**config.mk**
```make
export PLATFORM = sky130hd
export DESIGN_NAME = uart_alu_sequencer
export DESIGN_NICKNAME = d
export VERILOG_FILES = /design/src/rtl/uart_alu_sequencer.sv
export SDC_FILE = /design/constraint.sdc
export NUM_CORES = 1
export LEC_CHECK = 0
export ABC_AREA = 0
export CAP_MARGIN = 10
export CORE_UTILIZATION = 50
export CTS_CLUSTER_DIAMETER = 200
export DETAILED_ROUTE_END_ITERATION = 12
export HOLD_SLACK_MARGIN = 0.03
export PLACE_DENSITY = 0.85
export SLEW_MARGIN = 25
export SYNTH_ARGS = -nofsm -noshare
export SYNTH_HDL_FRONTEND = slang
export SYNTH_SLANG_ARGS = --single-unit
```
**constraint.sdc**
```tcl
create_clock -name i_clock -period 2.5 [get_ports i_clock]
set_input_delay 0.625 -clock i_clock [delete_from_list [all_inputs] [get_ports i_clock]]
set_output_delay 0.625 -clock i_clock [all_outputs]
set_load 0.02 [all_outputs]
```
**src/rtl/uart_alu_sequencer.sv**
```systemverilog
`default_nettype none
// ============================================================================
// Module  : uart_alu_sequencer
// Brief   : Collects A/B/opcode bytes from UART rx, drives the ALU, and sends
//           the result back through UART tx, with an inter-byte timeout.
// Rev     : 1.0
// ============================================================================
module uart_alu_sequencer #(
    parameter int NB_DATA        = 8,
    parameter int NB_OP          = 6,
    parameter int TIMEOUT_CYCLES = 100000000,
    parameter int NB_TIMEOUT     = $clog2(TIMEOUT_CYCLES)
) (
    input  logic               i_clock,
    input  logic               i_reset,
    input  logic               i_rx_data_valid,
    input  logic [NB_DATA-1:0] i_rx_data,
    input  logic               i_tx_done,
    input  logic [NB_DATA-1:0] i_alu_result,
    output logic [NB_DATA-1:0] o_alu_data_a,
    output logic [NB_DATA-1:0] o_alu_data_b,
    output logic [NB_OP-1:0]   o_alu_opcode,
    output logic [NB_DATA-1:0] o_tx_data,
    output logic               o_tx_start,
    output logic               o_timeout,
    output logic               o_busy
);

    typedef enum logic [2:0] {
        RX_A     = 3'd0,
        RX_B     = 3'd1,
        RX_OP    = 3'd2,
        EXEC     = 3'd3,
        TX_START = 3'd4,
        TX_WAIT  = 3'd5
    } state_t;

    localparam logic [NB_TIMEOUT-1:0] TIMEOUT_LAST = NB_TIMEOUT'(TIMEOUT_CYCLES - 1);
    localparam logic [NB_TIMEOUT-1:0] CNT_ONE      = NB_TIMEOUT'(1);

    state_t                  state;
    state_t                  state_next;
    logic [NB_TIMEOUT-1:0]   timeout_cnt;
    logic [NB_TIMEOUT-1:0]   timeout_cnt_next;
    logic [NB_DATA-1:0]      data_a_next;
    logic [NB_DATA-1:0]      data_b_next;
    logic [NB_OP-1:0]        opcode_next;
    logic [NB_DATA-1:0]      tx_data_next;
    logic                    tx_start_next;
    logic                    timeout_next;
    logic                    busy_next;
    logic                    timeout_hit;

    always_ff @(posedge i_clock) begin
        if (i_reset) begin
            state        <= RX_A;
            timeout_cnt  <= '0;
            o_alu_data_a <= '0;
            o_alu_data_b <= '0;
            o_alu_opcode <= '0;
            o_tx_data    <= '0;
            o_tx_start   <= 1'b0;
            o_timeout    <= 1'b0;
            o_busy       <= 1'b0;
        end else begin
            state        <= state_next;
            timeout_cnt  <= timeout_cnt_next;
            o_alu_data_a <= data_a_next;
            o_alu_data_b <= data_b_next;
            o_alu_opcode <= opcode_next;
            o_tx_data    <= tx_data_next;
            o_tx_start   <= tx_start_next;
            o_timeout    <= timeout_next;
            o_busy       <= busy_next;
        end
    end

    // A byte arriving on the expiry cycle wins over the timeout.
    assign timeout_hit = (timeout_cnt == TIMEOUT_LAST) && !i_rx_data_valid;

    always_comb begin
        state_next       = state;
        timeout_cnt_next = timeout_cnt;
        data_a_next      = o_alu_data_a;
        data_b_next      = o_alu_data_b;
        opcode_next      = o_alu_opcode;
        tx_data_next     = o_tx_data;
        timeout_next     = 1'b0;

        case (state)
            RX_A: begin
                timeout_cnt_next = '0;
                if (i_rx_data_valid) begin
                    data_a_next = i_rx_data;
                    state_next  = RX_B;
                end
            end
            RX_B: begin
                if (i_rx_data_valid) begin
                    data_b_next      = i_rx_data;
                    timeout_cnt_next = '0;
                    state_next       = RX_OP;
                end else if (timeout_hit) begin
                    timeout_cnt_next = '0;
                    timeout_next     = 1'b1;
                    state_next       = RX_A;
                end else begin
                    timeout_cnt_next = timeout_cnt + CNT_ONE;
                end
            end
            RX_OP: begin
                if (i_rx_data_valid) begin
                    opcode_next      = i_rx_data[NB_OP-1:0];
                    timeout_cnt_next = '0;
                    state_next       = EXEC;
                end else if (timeout_hit) begin
                    timeout_cnt_next = '0;
                    timeout_next     = 1'b1;
                    state_next       = RX_A;
                end else begin
                    timeout_cnt_next = timeout_cnt + CNT_ONE;
                end
            end
            EXEC: begin
                tx_data_next = i_alu_result;
                state_next   = TX_START;
            end
            TX_START: begin
                state_next = TX_WAIT;
            end
            TX_WAIT: begin
                if (i_tx_done) begin
                    state_next = RX_A;
                end
            end
            default: begin
                state_next       = RX_A;
                timeout_cnt_next = '0;
            end
        endcase

        // Flag outputs are registered decodes of the state being entered.
        tx_start_next = (state_next == TX_START);
        busy_next     = (state_next == EXEC) || (state_next == TX_START) ||
                        (state_next == TX_WAIT);
    end

endmodule
`default_nettype wire

```
==> summary.txt <==
die area: 0.005611 sq mm
most used cell, CP: nor3_1
WP buf/inv: 1
synth warn: 0
worst reg-to-reg path cell count: 5
most used flip-flop cell after synthesis: dfxtp_1
static leakage: 0.001241 uW
via-per-instance ratio: 5.331
CP Cell Sequence: clkdlybuf4s50_1, nor3_1, nand4_1, or4_2, a22oi_1, nor3_1
critical path depth in cells: 6
RSZ-0062 raised after global routing: false
status: finished clean
fin crit period: 2170 ps
Initial Util: 52.03%
Avg WL per Cell: 13.24 microns
slowest stage delay, CP: 750 ps
Synth cell types: 42
Hold WC Path Type: flop to flop
Post-synth EDFFs: 0
Slew HR: 66.38%
Worst-Margin Slew: 502.5 ps
DRT antenna net count: 0
pwr/cell area: 595.6 mW/mm^2
post-cts sizing count: 0
global-route wire length before repair: 9.425 mm
fraction of layout cells with a size suffix above 1: 10.22%
I/O pin count: 53
Die Width: 74.91 microns
ys async rst share: 0%
highest metal used: met4
area growth from synthesis to layout: 29.33%
CP Launch Type: primary input
Critical Path End Type: flop
remaining global-route overflow: 0
TNS Setup: 0 ps
num rows: 26
total power: 2047 uW
Cell Area, Synth: 0.002658 sq mm
aggregate routed wire length: 5.719 mm
placeable core area: 0.005107 sq mm
hpwl dp: 4.020 mm
final hold violations: 0
Peak VDD IR: 0.4734 mV
max-cap violations: 0
maximum level of the CTS H-tree: 3
Total Nets Final: 379
Worst-path clk slew: 80 ps
hold_buf cts: 0
worst skew pair latency: 340 ps
number of antenna violations at the first check in global routing: 0
Cells after Synth: 303
Final Max Slew Viols: 0
Die Ht: 74.91 microns
gpl congestion: 0.7660
clock tree buffer depth: 2
WL met2: 2.729 mm
1st-pass router iterations: 5
family with the most delay on the worst path: simple AND/OR/NAND/NOR gates
critical path's slowest cell: or4_2
Setup Buffers After CTS: 0
number of CTS-inserted buffers: 9
pin count of the biggest net entering global routing: 29
initial DRC count: 81
GRT Util Overall: 22.29%
Crit Path Max Fanout: 3
CTS tree: done
sequential share of the synthesized area: 47.46%
fillers: 431
DRT met1 WL: 2.473 mm
fmax: 460.9 MHz
worst hold stages: 2
Setup CP Type: primary input to flop
met3 wire length: 469 microns
antenna diode count: 0
Clock Sinks: 63
Root Driver: clkbuf_8
syn_area_per_cell: 8.771 sq um
Max Clock Skew: 8.524 ps
via count: 2,303
vias in the first global route: 2,128
DRC: 0
FF+latch count, synth: 63
fin crit share: 86.78%
post-synthesis net count: 324
worst path arrival time: 2380 ps
Worst EP required: 2710 ps
Final setup viols: 0
IO Port Bufs: 52
==> layout by cell type (no fill, tap or decap), types with 2 or more instances in the layout <==
cell type | synthesis | layout
and4_1 | 2 | 2
nor2_2 | 2 | 2
xnor2_1 | 3 | 3
nand2b_1 | 4 | 4
mux2i_1 | 15 | 15
nand4_1 | 15 | 15
dfxtp_1 | 63 | 63
inv_1 | 3 | 3
nand3_1 | 10 | 10
and3_1 | 5 | 5
nand2_1 | 42 | 42
nor3_1 | 8 | 8
buf_4 | 0 | 9
and2_1 | 2 | 2
clkinvlp_4 | 0 | 4
nor2_1 | 43 | 43
nor2b_1 | 2 | 2
a21oi_1 | 21 | 21
nor4b_2 | 2 | 2
clkbuf_8 | 0 | 9
or3_1 | 2 | 2
a31oi_1 | 2 | 2
xor2_1 | 21 | 21
clkdlybuf4s50_1 | 0 | 52
==> cell type report <==
class	instances	area, sq um	area share (%)
multi-input combinational	219	1297	37.75
sequential	63	1261	36.69
timing repair buffer	62	608.1	17.69
clock buffer	9	123.9	3.604
tap	70	87.58	2.548
clock inverter	6	47.55	1.383
inverter	3	11.26	0.3276
==> metrics by stage <==
step                      util (%)  hold WS, ps  std cells  area (sq um)  setup slack [ps]
after global placement       63.94        442.2        417          3266             55.10
after floorplan                  -        449.0        303          2658             375.9
after CTS                    67.30        456.5        432          3437             368.2
final                        67.30        454.7        432          3437             330.4
after global routing         67.30        476.9        432          3437             244.9
after detailed placement     63.94        447.0        417          3266            -1.749
==> worst reg2reg max path, stage by stage, from the launching register on <==
cell and delay [ps]:
dfxtp_1 350, nor4b_2 320, nand4_1 180, or4_2 750, a22oi_1 200, nor3_1 60
==> flip-flops by register name, summed over array words and instances (netlist names) <==
register and flops:
o_timeout 1, o_alu_data_a 8, o_tx_start 1, o_tx_data 8, state 3, o_busy 1
timeout_cnt 27, o_alu_opcode 6, o_alu_data_b 8
==> cells in the mapped netlist, drive strengths merged (4+ instances only) <==
cell | count | area share (%)
dfxtp | 63 | 47
nor2 | 45 | 6.5
nand2 | 42 | 5.9
a21oi | 21 | 4.0
xor2 | 21 | 6.9
mux2i | 15 | 5.6
nand4 | 15 | 3.5
clkbuf | 10 | 1.4
nand3 | 10 | 1.9
buf | 8 | 1.9
nor3 | 8 | 1.5
and3 | 6 | 1.5
nand2b | 4 | 0.94
==> path summary, 6_finish.rpt <==
path	startpoint	to	slack, ps
worst min register to register	o_alu_data_b[1]	o_alu_data_b[1]	450
worst max register to register	timeout_cnt[19]	state[1]	520
worst min-delay path	o_alu_data_b[1]	o_alu_data_b[1]	450
worst max-delay path	i_rx_data_valid	state[1]	330
==> report_power, final <==
group | switching (uW) | internal, uW
logic | 119 | 110
registers | 21.0 | 1030
clock network | 410 | 358
total | 549 | 1500
==> kinds of logic after synthesis <==
group / count (synthesis) / share of synthesized area (%)
AND/OR/NAND/NOR: 147 / 27.31
flip-flops: 63 / 47.46
buffers and inverters: 21 / 3.720
adder cells (fa/ha/maj): 1 / 0.4707
multiplexers: 15 / 5.650
XOR/XNOR: 24 / 7.910
AO/OA/AOI/OAI: 32 / 7.486
==> layer usage <==
metal,up-vias,track usage (%)
li1,1144,-
met1,1097,25.10
met2,56,36.54
met3,6,12.45
met4,0,5.870
met5,-,0
(Power assumes the default switching activity.)
